## config.mk

```make
export PLATFORM = sky130hd
export DESIGN_NAME = shifter
export DESIGN_NICKNAME = d
export VERILOG_FILES = /design/src/rtl/shifter.sv
export SDC_FILE = /design/constraint.sdc
export NUM_CORES = 1
export LEC_CHECK = 0
export BUFFER_PORTS_ARGS = -buffer_cell sky130_fd_sc_hd__buf_2
export CAP_MARGIN = 20
export CORE_ASPECT_RATIO = 0.9
export CORE_MARGIN = 8
export CORE_UTILIZATION = 30
export DETAILED_ROUTE_END_ITERATION = 16
export HOLD_SLACK_MARGIN = 0.05
export PLACE_DENSITY = 0.6
export SLEW_MARGIN = 10
export SYNTH_ARGS = -nofsm -noshare
export SYNTH_HDL_FRONTEND = slang
export SYNTH_SLANG_ARGS = --single-unit
```

## constraint.sdc

```tcl
create_clock -name clk -period 0.8 [get_ports clk]
set_input_delay 0.04 -clock clk [delete_from_list [all_inputs] [get_ports clk]]
set_output_delay 0.04 -clock clk [all_outputs]
set_load 0.005 [all_outputs]
```

## src/rtl/shifter.sv

```systemverilog
// Registered 32-bit barrel shifter: SLL / SRA / SRL / pass-through of A by B[4:0].
// Optional macro SHIFTER_WIDE_AMOUNT_EN: any set bit in B[31:5] means a shift of 32 or more.
module shifter (
  input  logic        clk,
  input  logic        rst_n,
  output logic [31:0] out,
  input  logic [31:0] A,
  input  logic [31:0] B,
  input  logic        ctl0,
  input  logic        ctl1
);

  localparam logic [1:0] OP_PASS = 2'b00;
  localparam logic [1:0] OP_SLL  = 2'b01;
  localparam logic [1:0] OP_SRA  = 2'b10;

  logic [1:0]  op;
  logic [4:0]  amt;
  logic        is_left;
  logic        fill;
  logic        wide;
  logic [31:0] pre;
  logic [31:0] st1, st2, st4, st8, st16;
  logic [31:0] post;
  logic [31:0] shift_res;
  logic [31:0] out_d, out_q;

  function automatic logic [31:0] bit_rev(input logic [31:0] v);
    logic [31:0] r;
    for (int i = 0; i < 32; i++) r[i] = v[31-i];
    return r;
  endfunction

  assign op      = {ctl1, ctl0};
  assign amt     = B[4:0];
  assign is_left = (op == OP_SLL);
  // Only SRA replicates the sign; left shifts run reversed through the right path with zero fill.
  assign fill    = (op == OP_SRA) & A[31];

`ifdef SHIFTER_WIDE_AMOUNT_EN
  assign wide = |B[31:5];
`else
  logic unused_b_hi;
  assign unused_b_hi = ^B[31:5];
  assign wide        = 1'b0;
`endif

  assign pre  = is_left ? bit_rev(A) : A;
  assign st1  = amt[0] ? {fill, pre[31:1]}           : pre;
  assign st2  = amt[1] ? {{2{fill}}, st1[31:2]}      : st1;
  assign st4  = amt[2] ? {{4{fill}}, st2[31:4]}      : st2;
  assign st8  = amt[3] ? {{8{fill}}, st4[31:8]}      : st4;
  assign st16 = amt[4] ? {{16{fill}}, st8[31:16]}    : st8;
  assign post = is_left ? bit_rev(st16) : st16;

  always_comb begin
    shift_res = post;
    if (wide) shift_res = {32{fill}};
    out_d = (op == OP_PASS) ? A : shift_res;
  end

  always_ff @(posedge clk or negedge rst_n) begin
    if (!rst_n) out_q <= 32'h0000_0000;
    else        out_q <= out_d;
  end

  assign out = out_q;

endmodule

```

; ---- Word level (Yosys, flattened, before mapping)
; Index checks and enable logic that the tools add are counted.
[word_totals]
in_bits = 68
ff_bits = 32
wordCells = 13
[op_classes]
muxes = 8
eq_ne = 2
n_reduce_logical = 1
bitwise_logic = 1
[ops]
columns = operator, n
row1 = $mux 32, 8
row2 = $eq 2x1->1 const B, 1
row3 = $eq 2x2->1 const B, 1
row4 = $logic_not 2->1, 1
row5 = $and 1x1->1, 1

; ---- Depth between registers and ports, before layout
[logic_depth]
depth_word = 9
mapped_depth = 10

; ---- Worst setup path after synthesis
; No wires, ideal clock.
[synth_timing]
kind = in2reg
start = in ctl1
end = reg out_q[21] (netlist: out[21])
path_buffers = 2
stages = 9
slack_ns = -1.259
arrival_time_ns = 1.917
setup_time_ns = 0.142
path_cell_list = buf_6 nand2b_4 buf_6 mux4_1 mux4_2 nand2_1 o21ai_1 a21oi_1 o221ai_1
[synth_via]
elab_chain_cells = 9
[synth_lines]
columns = element, line
row1 = from (decl), 10  ; input logic ctl1
row2 = $eq 2x1->1 or $eq 2x2->1 (tied branches), "36, 38"
row3 = $mux 32 or $and 1x1->1 (tied branches), "48, 38"
row4 = $mux 32, 49  ; assign st1 = amt[0] ? {fill, pre[31:1]} : pre;
row5 = $mux 32, 50  ; assign st2 = amt[1] ? {{2{fill}}, st1[31:2]} : st1;
row6 = $mux 32, 51  ; assign st4 = amt[2] ? {{4{fill}}, st2[31:4]} : st2;
row7 = $mux 32, 52  ; assign st8 = amt[3] ? {{8{fill}}, st4[31:8]} : st4;
row8 = $mux 32, 53  ; assign st16 = amt[4] ? {{16{fill}}, st8[31:16]} : st8;
row9 = $mux 32, 54  ; assign post = is_left ? bit_rev(st16) : st16;
row10 = $mux 32 (*), 59  ; out_d = (op == OP_PASS) ? A : shift_res;
row11 = net out_d[21], 26  ; logic [31:0] out_d, out_q;
row12 = to (signal assigned), 64  ; else out_q <= out_d;
row13 = to (decl), 26
; The timed path passes the listed nets; every way through them passes the cells marked *.

; ---- Worst setup path after layout
[layout_timing]
start = in ctl0
end = reg out_q[29] (netlist: out[29])
[layout_via]
elab_chain_cells = 9
[layout_lines]
columns = element, line
row1 = from (decl), 9  ; input logic ctl0,
row2 = $eq 2x1->1 or $eq 2x2->1 (tied branches), "36, 38"
row3 = $mux 32 or $and 1x1->1 (tied branches), "48, 38"
row4 = $mux 32, 49
row5 = $mux 32, 50
row6 = $mux 32, 51
row7 = $mux 32, 52
row8 = $mux 32, 53
row9 = $mux 32, 54
row10 = $mux 32 (*), 59
row11 = net out_d[29], 26
; Marks and branches as above.

==> flow_summary.toml <==
[clock_tree]
cts_tree = "done"
root_buffer = "clkbuf_16"
numCtsBuffers = 5
cts_sinks = 32
clockBufferDepth = 2
clkSlewWorstSetupHoldPaths_ns = 0.05
h-tree-depth = 2

[layout]
nNetsFinal = 731
final_common_cell = "buf_4"
final_cell_mix = "buf_4 (157), buf_2 (69), nand2_1 (58)"
drive_gt1_frac = 0.603
syn2layout_area_growth_pct = 70.8
largest_reg_flops = 32
final_area_um2 = 6480
antenna_cells = 0

[timing]
setup_ws_ns = -1.23
finalHoldViolations = 0
period_share = 2.53
worstMarginPinSlew_ns = 0.482
whs_ns = 0.127
max_freq_mhz = 493
relSlewSlack = 0.678
min_period_ns = 2.03
setup_violations = 51
rsz0062_at_grt = "true"
drv_slew = 0

[placement]
place_ws_ns = -1.69
dpl-instance-area_um2 = 5490
place_congestion = 1.07
io_buffer_count = 72
dp_hpwl_um = 16600

[route]
routedWlPerCell_um = 25.4
ant_nets = 0
avgViaCountPerCell = 6.06
dr.first_iter.drc_count = 509
vias = 5011
dr.pass1.iters = 5
drc_errors = 0
wl_um = 21000

[worst_hold_path]
min_from = "A[26]"
whs_endpoint = "out[26]"
hp-class = "primary input to flop"
hold_depth = 3

[pwr]
sw_frac_of_total = 0.373
power_frac_seq = 0.224
p_total_w = 0.00837
p_int_w = 0.00525
combPwrFrac = 0.533
static-leakage-power_nw = 2.88
power_switching_w = 0.00312
power_density_nw_per_um2 = 1290
p_clk_frac = 0.244
vdd_drop_max_mv = 0.998

[die]
die_area_um2 = 16500
fp.dieW_um = 135
fp.dieH_um = 123
ios = 100
rows = 39
core_area_um2 = 12500
start_util = 0.303

[global_route]
track_usage = 0.250
antenna_found_initial = 1
grt_pass1_vias = 5027
grt_first_pass_wirelength_um = 31000
gr-total-overflow = 0
grt_max_degree = 33

[outcome]
outcome = "finished with violations"
violations = "setup timing"

[yosys]
seq_area_frac_synth = 0.211
synth_top_flop_cell = "dfrtp_1"
ys_seq_elements = 32
synth_area_um2 = 3790
syn-instance-count = 439
async_flop_share = 1.00
synth.distinct_cells = 62
syn_area_per_cell_um2 = 8.64
ys_warn_count = 0
synth_edf_count = 0
syn_nets = 507

[worst_setup_path]
cp_max_fo = 7
critPathCaptureType = "flop"
arrival_ns = 2.17
required_ns = 0.95
startpoint_type = "primary input"
critPathKind = "primary input to flop"

[job]
max-cap-violations = 0
area by class of cell:
cell class	instances	area, um2
inverter	11	41.3
fill	1186	6060
timing repair buffer	260	1970
clock buffer	7	153
sequential	32	801
tap	164	205
multi-input combinational	353	3310
power groups by stage:
stage	Clock [W]	Sequential [W]	Combinational (W)
after floorplan	0	0.00192	0.00168
after global placement	0	0.00190	0.00359
after detailed placement	0	0.00190	0.00359
after CTS	0.00206	0.00187	0.00407
after global routing	0.00215	0.00189	0.00467
final	0.00204	0.00187	0.00446
through the flow:
| stage | std cells | utilization | setup TNS (ns) |
|---|---|---|---|
| after global placement | 796 | 0.438 | -49.10 |
| after floorplan | 439 | - | -34.71 |
| after detailed placement | 796 | 0.438 | -49.44 |
| final | 827 | 0.517 | -35.87 |
| after global routing | 827 | 0.517 | -38.49 |
| after CTS | 818 | 0.492 | -35.49 |
metal layers:
metal	track usage	wire [um]	vias to the layer above
met4	0.0715	646	0
met3	0.0745	2080	52
met5	0	0	-
li1	-	-	2167
met1	0.329	8840	2494
met2	0.390	9400	298
kinds of logic after synthesis:
family,after synthesis,synth area share
muxes,67,0.280
xor gates and xnor gates,1,0.00231
buffers and inverters,54,0.0633
DFF,32,0.211
and+or+nand+nor,130,0.157
adders and majority gates,1,0.00264
AOI/OAI and AO/OA,154,0.284
worst max-delay path by stage:
stage | from | slack, ns | cells past startpoint | endpoint
after floorplan | ctl1 | -1.21 | 8 | out[20]
after global placement | ctl0 | -1.67 | 10 | out[15]
after detailed placement | ctl1 | -1.69 | 10 | out[26]
after CTS | ctl0 | -1.22 | 11 | out[21]
after global routing | ctl0 | -1.29 | 12 | out[29]
final | ctl0 | -1.23 | 12 | out[29]
timing repair:
item,4_1_cts,5_1_grt
endpoints found under the setup margin,56,64
pin swaps,38,26
buffers inserted,16,9
hold endpoints to repair,32,0
gates resized for setup,88,48
hold buffers,1,0
critical path, stage by stage:
cell and delay [ns]:
buf_6 0.09, buf_6 0.11, nand2b_4 0.15, buf_6 0.13
buf_6 0.08, mux4_2 0.56, mux4_2 0.54, buf_6 0.15
nor2_4 0.09, a221oi_4 0.05, nand3b_1 0.10, a22oi_1 0.08
synth_stat cells, drive strengths merged, types with 3 or more instances:
cell     number  share of area
a211oi       10          0.020
a21o          7          0.014
a21oi        32          0.042
a221oi        5          0.012
a22o          7          0.016
a22oi        16          0.032
a31oi         3         0.0049
a32oi         4         0.0092
and3          3         0.0049
buf          15          0.025
clkbuf       28          0.028
dfrtp        32           0.21
inv          10         0.0099
mux2          8          0.024
mux2i        29          0.076
mux4         30           0.18
nand2        65          0.064
nand3         6         0.0079
nand3b        4         0.0079
nor2         30          0.030
nor2b         3         0.0056
nor3          3         0.0040
o2111ai       3         0.0069
o211ai        7          0.014
o21a          3         0.0059
o21ai        16          0.021
o221ai        6          0.014
o22ai        11          0.018
o31ai         6          0.012
o32ai         3         0.0069
or2           3         0.0049
Power figures use the tool's default switching activity.
